## config.mk

```make
export PLATFORM = sky130hd
export DESIGN_NAME = imem_uart_loader_flat
export DESIGN_NICKNAME = d
export VERILOG_FILES = /design/src/rtl/imem_uart_loader_if.sv /design/src/rtl/imem_uart_loader.sv /design/src/flat_wrapper.sv
export SDC_FILE = /design/constraint.sdc
export NUM_CORES = 1
export LEC_CHECK = 0
export BUFFER_PORTS_ARGS = -buffer_cell sky130_fd_sc_hd__buf_4
export CELL_PAD_IN_SITES_DETAIL_PLACEMENT = 1
export CELL_PAD_IN_SITES_GLOBAL_PLACEMENT = 2
export CORE_MARGIN = 4
export CORE_UTILIZATION = 36
export CTS_CLUSTER_DIAMETER = 60
export DETAILED_ROUTE_END_ITERATION = 6
export HOLD_SLACK_MARGIN = 0.05
export PLACE_DENSITY_LB_ADDON = 0.1
export SLEW_MARGIN = 10
export SYNTH_ARGS = -nofsm -noshare
export SYNTH_HDL_FRONTEND = slang
export SYNTH_SLANG_ARGS = --single-unit
```

## constraint.sdc

```tcl
create_clock -name clk -period 2.3 [get_ports clk]
set_input_delay 0.345 -clock clk [delete_from_list [all_inputs] [get_ports clk]]
set_output_delay 0.345 -clock clk [all_outputs]
set_load 0.03 [all_outputs]
```

## src/rtl/imem_uart_loader_if.sv

```systemverilog
// Instruction-memory write port driven by the UART boot loader.
// master: loader side, slave: imem side.
interface imem_uart_loader_if #(parameter int ADDR_W = 12);
  logic              imem_we;
  logic [ADDR_W-1:0] imem_addr;
  logic [31:0]       imem_wdata;

  modport master (output imem_we, imem_addr, imem_wdata);
  modport slave  (input  imem_we, imem_addr, imem_wdata);
endinterface

```

## src/rtl/imem_uart_loader.sv

```systemverilog
// UART (8N1) boot loader: SYNC, LEN16, LEN little-endian words -> imem, then releases cpu_rst.
// Optional trailing XOR checksum byte when CHECKSUM_EN is defined.
module imem_uart_loader #(
  parameter int         CLKS_PER_BIT = 868,
  parameter int         ADDR_W       = 12,
  parameter logic [7:0] SYNC_BYTE    = 8'hA5
) (
  input  logic                clk,
  input  logic                rst_n,
  input  logic                uart_rx,
  imem_uart_loader_if.master  imem,
  output logic                cpu_rst,
  output logic                busy,
  output logic                err
);
  localparam int CW   = $clog2(CLKS_PER_BIT);
  localparam int HALF = CLKS_PER_BIT / 2;
  localparam logic [16:0] MAX_LEN = 17'(2**ADDR_W);

  // ---------------- UART receiver ----------------
  typedef enum logic [1:0] {R_IDLE, R_START, R_DATA, R_STOP} rx_st_t;
  rx_st_t      rx_st, rx_nxt;
  logic [2:0]  rx_sync;  // [1:0] synchronizer, [2] previous synced value for edge detect
  logic        rx_bit, rx_fall, cnt_done;
  logic [CW-1:0] cnt;
  logic [2:0]  bit_idx;
  logic [7:0]  rx_sh;
  logic        byte_vld, frame_err;

  assign rx_bit  = rx_sync[1];
  assign rx_fall = rx_sync[2] & ~rx_sync[1];
  assign cnt_done = (rx_st == R_START) ? (cnt == CW'(HALF - 1)) : (cnt == CW'(CLKS_PER_BIT - 1));

  always_comb begin
    rx_nxt = rx_st;
    case (rx_st)
      R_IDLE:  if (rx_fall) rx_nxt = R_START;
      R_START: if (cnt_done) rx_nxt = rx_bit ? R_IDLE : R_DATA;
      R_DATA:  if (cnt_done && bit_idx == 3'd7) rx_nxt = R_STOP;
      R_STOP:  if (cnt_done) rx_nxt = R_IDLE;
      default: rx_nxt = R_IDLE;
    endcase
  end

  always_ff @(posedge clk) begin
    if (!rst_n) begin
      rx_st     <= R_IDLE;
      rx_sync   <= '1;
      cnt       <= '0;
      bit_idx   <= '0;
      rx_sh     <= '0;
      byte_vld  <= 1'b0;
      frame_err <= 1'b0;
    end else begin
      rx_st     <= rx_nxt;
      rx_sync   <= {rx_sync[1:0], uart_rx};
      cnt       <= (rx_st == R_IDLE || cnt_done) ? '0 : cnt + 1'b1;
      byte_vld  <= (rx_st == R_STOP) && cnt_done && rx_bit;
      frame_err <= (rx_st == R_STOP) && cnt_done && !rx_bit;
      if (rx_st == R_START) bit_idx <= '0;
      if (rx_st == R_DATA && cnt_done) begin
        rx_sh   <= {rx_bit, rx_sh[7:1]};
        bit_idx <= bit_idx + 1'b1;
      end
    end
  end

  // ---------------- Frame loader ----------------
`ifdef CHECKSUM_EN
  typedef enum logic [2:0] {S_SYNC, S_LEN0, S_LEN1, S_DATA, S_CSUM, S_DONE, S_ERR} ld_st_t;
  logic [7:0] csum;
`else
  typedef enum logic [2:0] {S_SYNC, S_LEN0, S_LEN1, S_DATA, S_DONE, S_ERR} ld_st_t;
`endif
  ld_st_t      ld_st, ld_nxt;
  logic [15:0] len, wcnt, len_full;
  logic [1:0]  idx;

  assign len_full = {rx_sh, len[7:0]};
  assign busy     = (ld_st != S_SYNC) && (ld_st != S_DONE) && (ld_st != S_ERR);
  assign err      = (ld_st == S_ERR);

  always_comb begin
    ld_nxt = ld_st;
    if (frame_err && ld_st != S_DONE) ld_nxt = S_ERR;
    else if (byte_vld) begin
      case (ld_st)
        S_SYNC: if (rx_sh == SYNC_BYTE) ld_nxt = S_LEN0;
        S_LEN0: ld_nxt = S_LEN1;
        S_LEN1: ld_nxt = (len_full == 16'd0 || {1'b0, len_full} > MAX_LEN) ? S_ERR : S_DATA;
        S_DATA:
          if (idx == 2'd3 && wcnt == len - 16'd1)
`ifdef CHECKSUM_EN
            ld_nxt = S_CSUM;
        S_CSUM: ld_nxt = (rx_sh == csum) ? S_DONE : S_ERR;
`else
            ld_nxt = S_DONE;
`endif
        default: ld_nxt = ld_st;
      endcase
    end
  end

  always_ff @(posedge clk) begin
    if (!rst_n) ld_st <= S_SYNC;
    else        ld_st <= ld_nxt;
  end

  always_ff @(posedge clk) begin
    if (!rst_n) begin
      imem.imem_we    <= 1'b0;
      imem.imem_addr  <= '0;
      imem.imem_wdata <= '0;
      cpu_rst         <= 1'b1;
      len             <= '0;
      wcnt            <= '0;
      idx             <= '0;
`ifdef CHECKSUM_EN
      csum            <= '0;
`endif
    end else begin
      imem.imem_we <= 1'b0;
      cpu_rst      <= (ld_st != S_DONE);
      // word counter advances the cycle after the strobe so imem_addr is the pre-increment count
      if (imem.imem_we) wcnt <= wcnt + 1'b1;
      if (byte_vld) begin
        case (ld_st)
          S_LEN0: len[7:0] <= rx_sh;
          S_LEN1: begin
            len[15:8] <= rx_sh;
            wcnt      <= '0;
            idx       <= '0;
`ifdef CHECKSUM_EN
            csum      <= '0;
`endif
          end
          S_DATA: begin
            imem.imem_wdata[{idx, 3'b000} +: 8] <= rx_sh;
            idx <= idx + 1'b1;
`ifdef CHECKSUM_EN
            csum <= csum ^ rx_sh;
`endif
            if (idx == 2'd3) begin
              imem.imem_we   <= 1'b1;
              imem.imem_addr <= wcnt[ADDR_W-1:0];
            end
          end
          default: ;
        endcase
      end
    end
  end
endmodule

```

## src/flat_wrapper.sv

```systemverilog
// flat-port wrapper written by rule: the top's interface ports become plain ports
module imem_uart_loader_flat 
#(
  parameter int         CLKS_PER_BIT = 868,
  parameter int         ADDR_W       = 12,
  parameter logic [7:0] SYNC_BYTE    = 8'hA5
)
  (clk, rst_n, uart_rx, cpu_rst, busy, err, imem_imem_we, imem_imem_addr, imem_imem_wdata);
  imem_uart_loader_if #(.ADDR_W(ADDR_W)) imem_i ();
  input  logic clk;
  input  logic rst_n;
  input  logic uart_rx;
  output logic cpu_rst;
  output logic busy;
  output logic err;
  output wire logic [$bits(imem_i.imem_we)-1:0] imem_imem_we;
  output wire logic [$bits(imem_i.imem_addr)-1:0] imem_imem_addr;
  output wire logic [$bits(imem_i.imem_wdata)-1:0] imem_imem_wdata;
  assign imem_imem_we = imem_i.imem_we;
  assign imem_imem_addr = imem_i.imem_addr;
  assign imem_imem_wdata = imem_i.imem_wdata;
  imem_uart_loader #(.CLKS_PER_BIT(CLKS_PER_BIT), .ADDR_W(ADDR_W), .SYNC_BYTE(SYNC_BYTE)) u_core (.clk(clk), .rst_n(rst_n), .uart_rx(uart_rx), .imem(imem_i), .cpu_rst(cpu_rst), .busy(busy), .err(err));
endmodule
```

==> flow_results.xml <==
<?xml version="1.0" encoding="UTF-8"?>
<metrics>
  <group name="outcome">
    <metric name="status" unit="">finished clean</metric>
  </group>
  <group name="setup_path">
    <metric name="rr_endpoint" unit="">u_core.ld_st[2]</metric>
    <metric name="timing.setup.critical_path_class" unit="">flop to flop</metric>
    <metric name="cp.required" unit="ns">2.60</metric>
    <metric name="worst_ep_arrival_time" unit="ns">2.43</metric>
    <metric name="worst_setup_path_end_kind" unit="">flop</metric>
    <metric name="timing.rr.start" unit="">u_core.len[0]</metric>
    <metric name="reg2reg_depth" unit="">8</metric>
    <metric name="ff2ff_setup_slack" unit="ns">0.17</metric>
    <metric name="category_of_the_worst_setup_path_launch_point" unit="">flop</metric>
    <metric name="critical_path_fanout_max" unit="">6</metric>
  </group>
  <group name="floorplan">
    <metric name="die_h" unit="µm">128</metric>
    <metric name="top_level_ports" unit="">51</metric>
    <metric name="placement_rows" unit="">43</metric>
    <metric name="fp.dieArea" unit="µm²">16300</metric>
    <metric name="start_util" unit="">0.369</metric>
    <metric name="die_width" unit="µm">128</metric>
    <metric name="design.core.area" unit="µm²">14000</metric>
  </group>
  <group name="yosys">
    <metric name="post_synth_main_area_contributors" unit="">sky130_fd_sc_hd__dfxtp_1, sky130_fd_sc_hd__a21boi_0, sky130_fd_sc_hd__nand2_1, sky130_fd_sc_hd__nand3_1, sky130_fd_sc_hd__xor2_1</metric>
    <metric name="postSynth.topFlopCell" unit="">sky130_fd_sc_hd__dfxtp_1</metric>
    <metric name="synth.avg_cell_area" unit="µm²">8.41</metric>
    <metric name="synth-async-reset-ratio" unit="">0</metric>
    <metric name="syn-num-nets" unit="">629</metric>
    <metric name="post_synth_fa_ha_maj_area_fraction" unit="">0.0291</metric>
    <metric name="count_of_yosys_warnings_during_synthesis" unit="">0</metric>
    <metric name="synth.cell_area" unit="µm²">5170</metric>
    <metric name="netlist_instances" unit="">614</metric>
    <metric name="synth_area_in_compound_gates" unit="">0.140</metric>
    <metric name="synthDistinctLibCells" unit="">49</metric>
    <metric name="fraction_of_synthesized_area_in_multiplexers" unit="">0.0213</metric>
    <metric name="count_of_flip_flops_with_a_built_in_enable_after_synthesis" unit="">0</metric>
    <metric name="yosysTopAreaCell" unit="">sky130_fd_sc_hd__dfxtp_1</metric>
    <metric name="synth-simple-area-share" unit="">0.265</metric>
    <metric name="yosys.area.top_type_share" unit="">0.430</metric>
    <metric name="post_synthesis_sequential_element_count" unit="">111</metric>
    <metric name="synth_xor_area_frac" unit="">0.0780</metric>
    <metric name="synth-seq-area-share" unit="">0.430</metric>
    <metric name="synth_top_family_by_area" unit="">simple AND/OR/NAND/NOR gates</metric>
  </group>
  <group name="run">
    <metric name="cap_violations" unit="">0</metric>
  </group>
  <group name="timing">
    <metric name="setup_tns" unit="ns">0</metric>
    <metric name="worst-slew-pin-transition" unit="ns">0.593</metric>
    <metric name="setup_viol_count_final" unit="">0</metric>
    <metric name="hold_viol_final" unit="">0</metric>
    <metric name="hold-worst-slack" unit="ns">0.168</metric>
    <metric name="fin_crit" unit="ns">2.13</metric>
    <metric name="min_period_over_period" unit="">0.925</metric>
    <metric name="slew_violations" unit="">0</metric>
    <metric name="clock_skew" unit="ns">0.00558</metric>
    <metric name="setup_repair_after_global_routing_missed_its_margin" unit="">no</metric>
    <metric name="relSlewSlack" unit="">0.603</metric>
    <metric name="max_freq" unit="MHz">470</metric>
  </group>
  <group name="power">
    <metric name="report.power.total" unit="mW">3.76</metric>
    <metric name="power_leakage" unit="nW">2.28</metric>
    <metric name="power-per-cell-area" unit="nW/µm²">615</metric>
    <metric name="peakVddDrop" unit="mV">0.668</metric>
  </group>
  <group name="global_route">
    <metric name="overflow" unit="">0</metric>
    <metric name="grt_max_degree" unit="">54</metric>
    <metric name="via_count_of_the_first_global_routing_pass" unit="">4498</metric>
    <metric name="global_route_wire_length_before_repair" unit="µm">23300</metric>
    <metric name="grt_antenna_before_repair" unit="">0</metric>
    <metric name="grtUsageTotal" unit="">0.180</metric>
  </group>
  <group name="routing">
    <metric name="avgViaCountPerCell" unit="">5.14</metric>
    <metric name="final_antenna_net_count" unit="">0</metric>
    <metric name="dr.first_iter.drc_count" unit="">94</metric>
    <metric name="route.detailed.wl_per_inst" unit="µm">16.8</metric>
    <metric name="drtPass1Iterations" unit="">4</metric>
    <metric name="route.final.wire_length" unit="µm">14200</metric>
    <metric name="drt_drc_violations_left" unit="">0</metric>
    <metric name="route.vias.total" unit="">4331</metric>
  </group>
  <group name="clocking">
    <metric name="root_buffer_master" unit="">sky130_fd_sc_hd__clkbuf_16</metric>
    <metric name="clock_tree.buffer_depth" unit="">2</metric>
    <metric name="clk_pin_slew_worst_paths" unit="ns">0.07</metric>
    <metric name="cts.sink_count" unit="">111</metric>
    <metric name="cts_setup_buffers" unit="">0</metric>
    <metric name="htreeDepth" unit="">3</metric>
    <metric name="cts_tree" unit="">done</metric>
    <metric name="clk-insertion-delay-late" unit="ns">0.36</metric>
    <metric name="cts_made_buffers" unit="">9</metric>
  </group>
  <group name="worst_hold_path">
    <metric name="holdCritPathClass" unit="">input port to flop</metric>
    <metric name="hold_path_depth" unit="">2</metric>
    <metric name="worst_hold_path.endpoint" unit="">u_core.rx_sync[0]</metric>
    <metric name="hold_path.startpoint" unit="">uart_rx</metric>
  </group>
  <group name="place">
    <metric name="count_of_buffers_from_port_buffering" unit="">50</metric>
    <metric name="postPlaceCellArea" unit="µm²">5770</metric>
    <metric name="dp_hpwl" unit="µm">10100</metric>
    <metric name="globalplace.congestion" unit="">0.787</metric>
  </group>
  <group name="finish">
    <metric name="final_core_utilization" unit="">0.437</metric>
    <metric name="synth_to_final_area_change" unit="%">18.4</metric>
    <metric name="final_cell_area" unit="µm²">6120</metric>
    <metric name="num-nets-final" unit="">672</metric>
    <metric name="share_of_final_layout_standard_cells_stronger_than_drive_strength_1" unit="">0.153</metric>
    <metric name="antenna_cell_count" unit="">0</metric>
    <metric name="filler_cell_count" unit="">1672</metric>
  </group>
</metrics>
==> layout by cell type (no fill, tap or decap), drive strengths merged, types with 4 or more instances in the layout <==
cell type / Yosys / routed
nand3: 49 / 49
nor2: 45 / 45
nor4: 4 / 4
xnor2: 19 / 19
clkbuf: 37 / 10
a21boi: 63 / 63
nor3b: 8 / 8
mux2i: 11 / 11
a21oi: 8 / 8
dfxtp: 111 / 111
inv: 10 / 10
nor3: 9 / 9
xor2: 27 / 27
nand2: 116 / 116
and2: 6 / 6
and3: 9 / 9
nand4: 11 / 11
nor2b: 10 / 10
ha: 12 / 12
buf: 2 / 71
or2: 5 / 5
o21ai: 12 / 12
==> sequential cells by signal (all words and copies together) (netlist names), 8 cells and up, named ones only <==
signal	flops
u_core.imem.imem_addr	12
u_core.wcnt	16
u_core.len	16
u_core.imem.imem_wdata	32
u_core.rx_sh	8
u_core.cnt	10
==> critical path, stage by stage, from the launching register on <==
cell and delay (ns):
sky130_fd_sc_hd__dfxtp_2 0.38, sky130_fd_sc_hd__inv_1 0.08, sky130_fd_sc_hd__ha_1 0.23, sky130_fd_sc_hd__nor3b_2 0.19, sky130_fd_sc_hd__and2_1 0.21, sky130_fd_sc_hd__a211oi_1 0.24, sky130_fd_sc_hd__a41oi_1 0.08, sky130_fd_sc_hd__nor4_2 0.44
sky130_fd_sc_hd__a41o_1 0.23
==> per-stage QoR <==
step / worst slack (ns) / cells
after floorplan: 0.381 / 614
after global placement: 0.176 / 826
after detailed placement: 0.0735 / 826
after CTS: 0.0286 / 842
after global routing: 0.0223 / 842
final: 0.172 / 842
==> cells in the mapped netlist, drive strengths merged, types with 2 or more instances <==
master and n:
and3 9, a21boi 63, o22ai 2, nand2b 3, xnor2 19, nor2 45, nand4 11, or4 3
nor2b 10, a41o 2, nor4 4, a21o 2, a31oi 2, or2 5, clkbuf 37, nor3b 8
nand3 49, inv 10, a21oi 8, ha 12, and2 6, a211oi 2, nand2 116, xor2 27
o21a 2, buf 2, nor3 9, o21ai 12, mux2i 11, dfxtp 111
==> power breakdown <==
group | internal (mW) | switching, mW | leakage [nW]
combinational | 0.0220 | 0.0300 | 1.21
sequential | 1.92 | 0.00499 | 0.895
clock | 1.06 | 0.715 | 0.166
total | 3.01 | 0.750 | 2.28
==> how the worst max path moves through the flow <==
stage | start | end | slack, ns | depth (start not counted)
floorplan | u_core.len[0] | u_core.ld_st[2] | 0.38 | 8
global placement | u_core.len[0] | u_core.ld_st[2] | 0.18 | 8
detailed placement | u_core.len[0] | u_core.ld_st[0] | 0.07 | 8
CTS | u_core.len[0] | u_core.ld_st[2] | 0.03 | 8
global route | u_core.len[0] | u_core.ld_st[1] | 0.02 | 8
finish | u_core.len[0] | u_core.ld_st[2] | 0.17 | 8
==> per-layer routing <==
metal,track usage,share of wire,vias to the layer above
li1,-,-,2147
met5,0,0,-
met4,0.0437,0.013,0
met1,0.222,0.45,2127
met3,0.0454,0.032,12
met2,0.314,0.51,45
==> cell type report <==
class	instances	area (µm²)	area share
clock buffer	10	229	0.0374
clock inverter	6	109	0.0178
inverter	10	37.5	0.00614
multi-input combinational	454	2760	0.451
sequential	111	2220	0.364
tap	180	225	0.0368
timing repair buffer	71	533	0.0872
==> logic make-up after synthesis <==
logic type | count (synthesis)
compound gates | 101
flops | 111
fa+ha+maj | 12
mux | 11
simple gates | 284
buf+inv | 49
xor+xnor | 46
==> repair_timing <==
| action | CTS | global route |
|---|---|---|
| gates resized for setup | 0 | 3 |
| setup endpoints to repair | 0 | 3 |
| hold buffers | 0 | 0 |
Note: power is estimated with default switching activity, not from simulation.
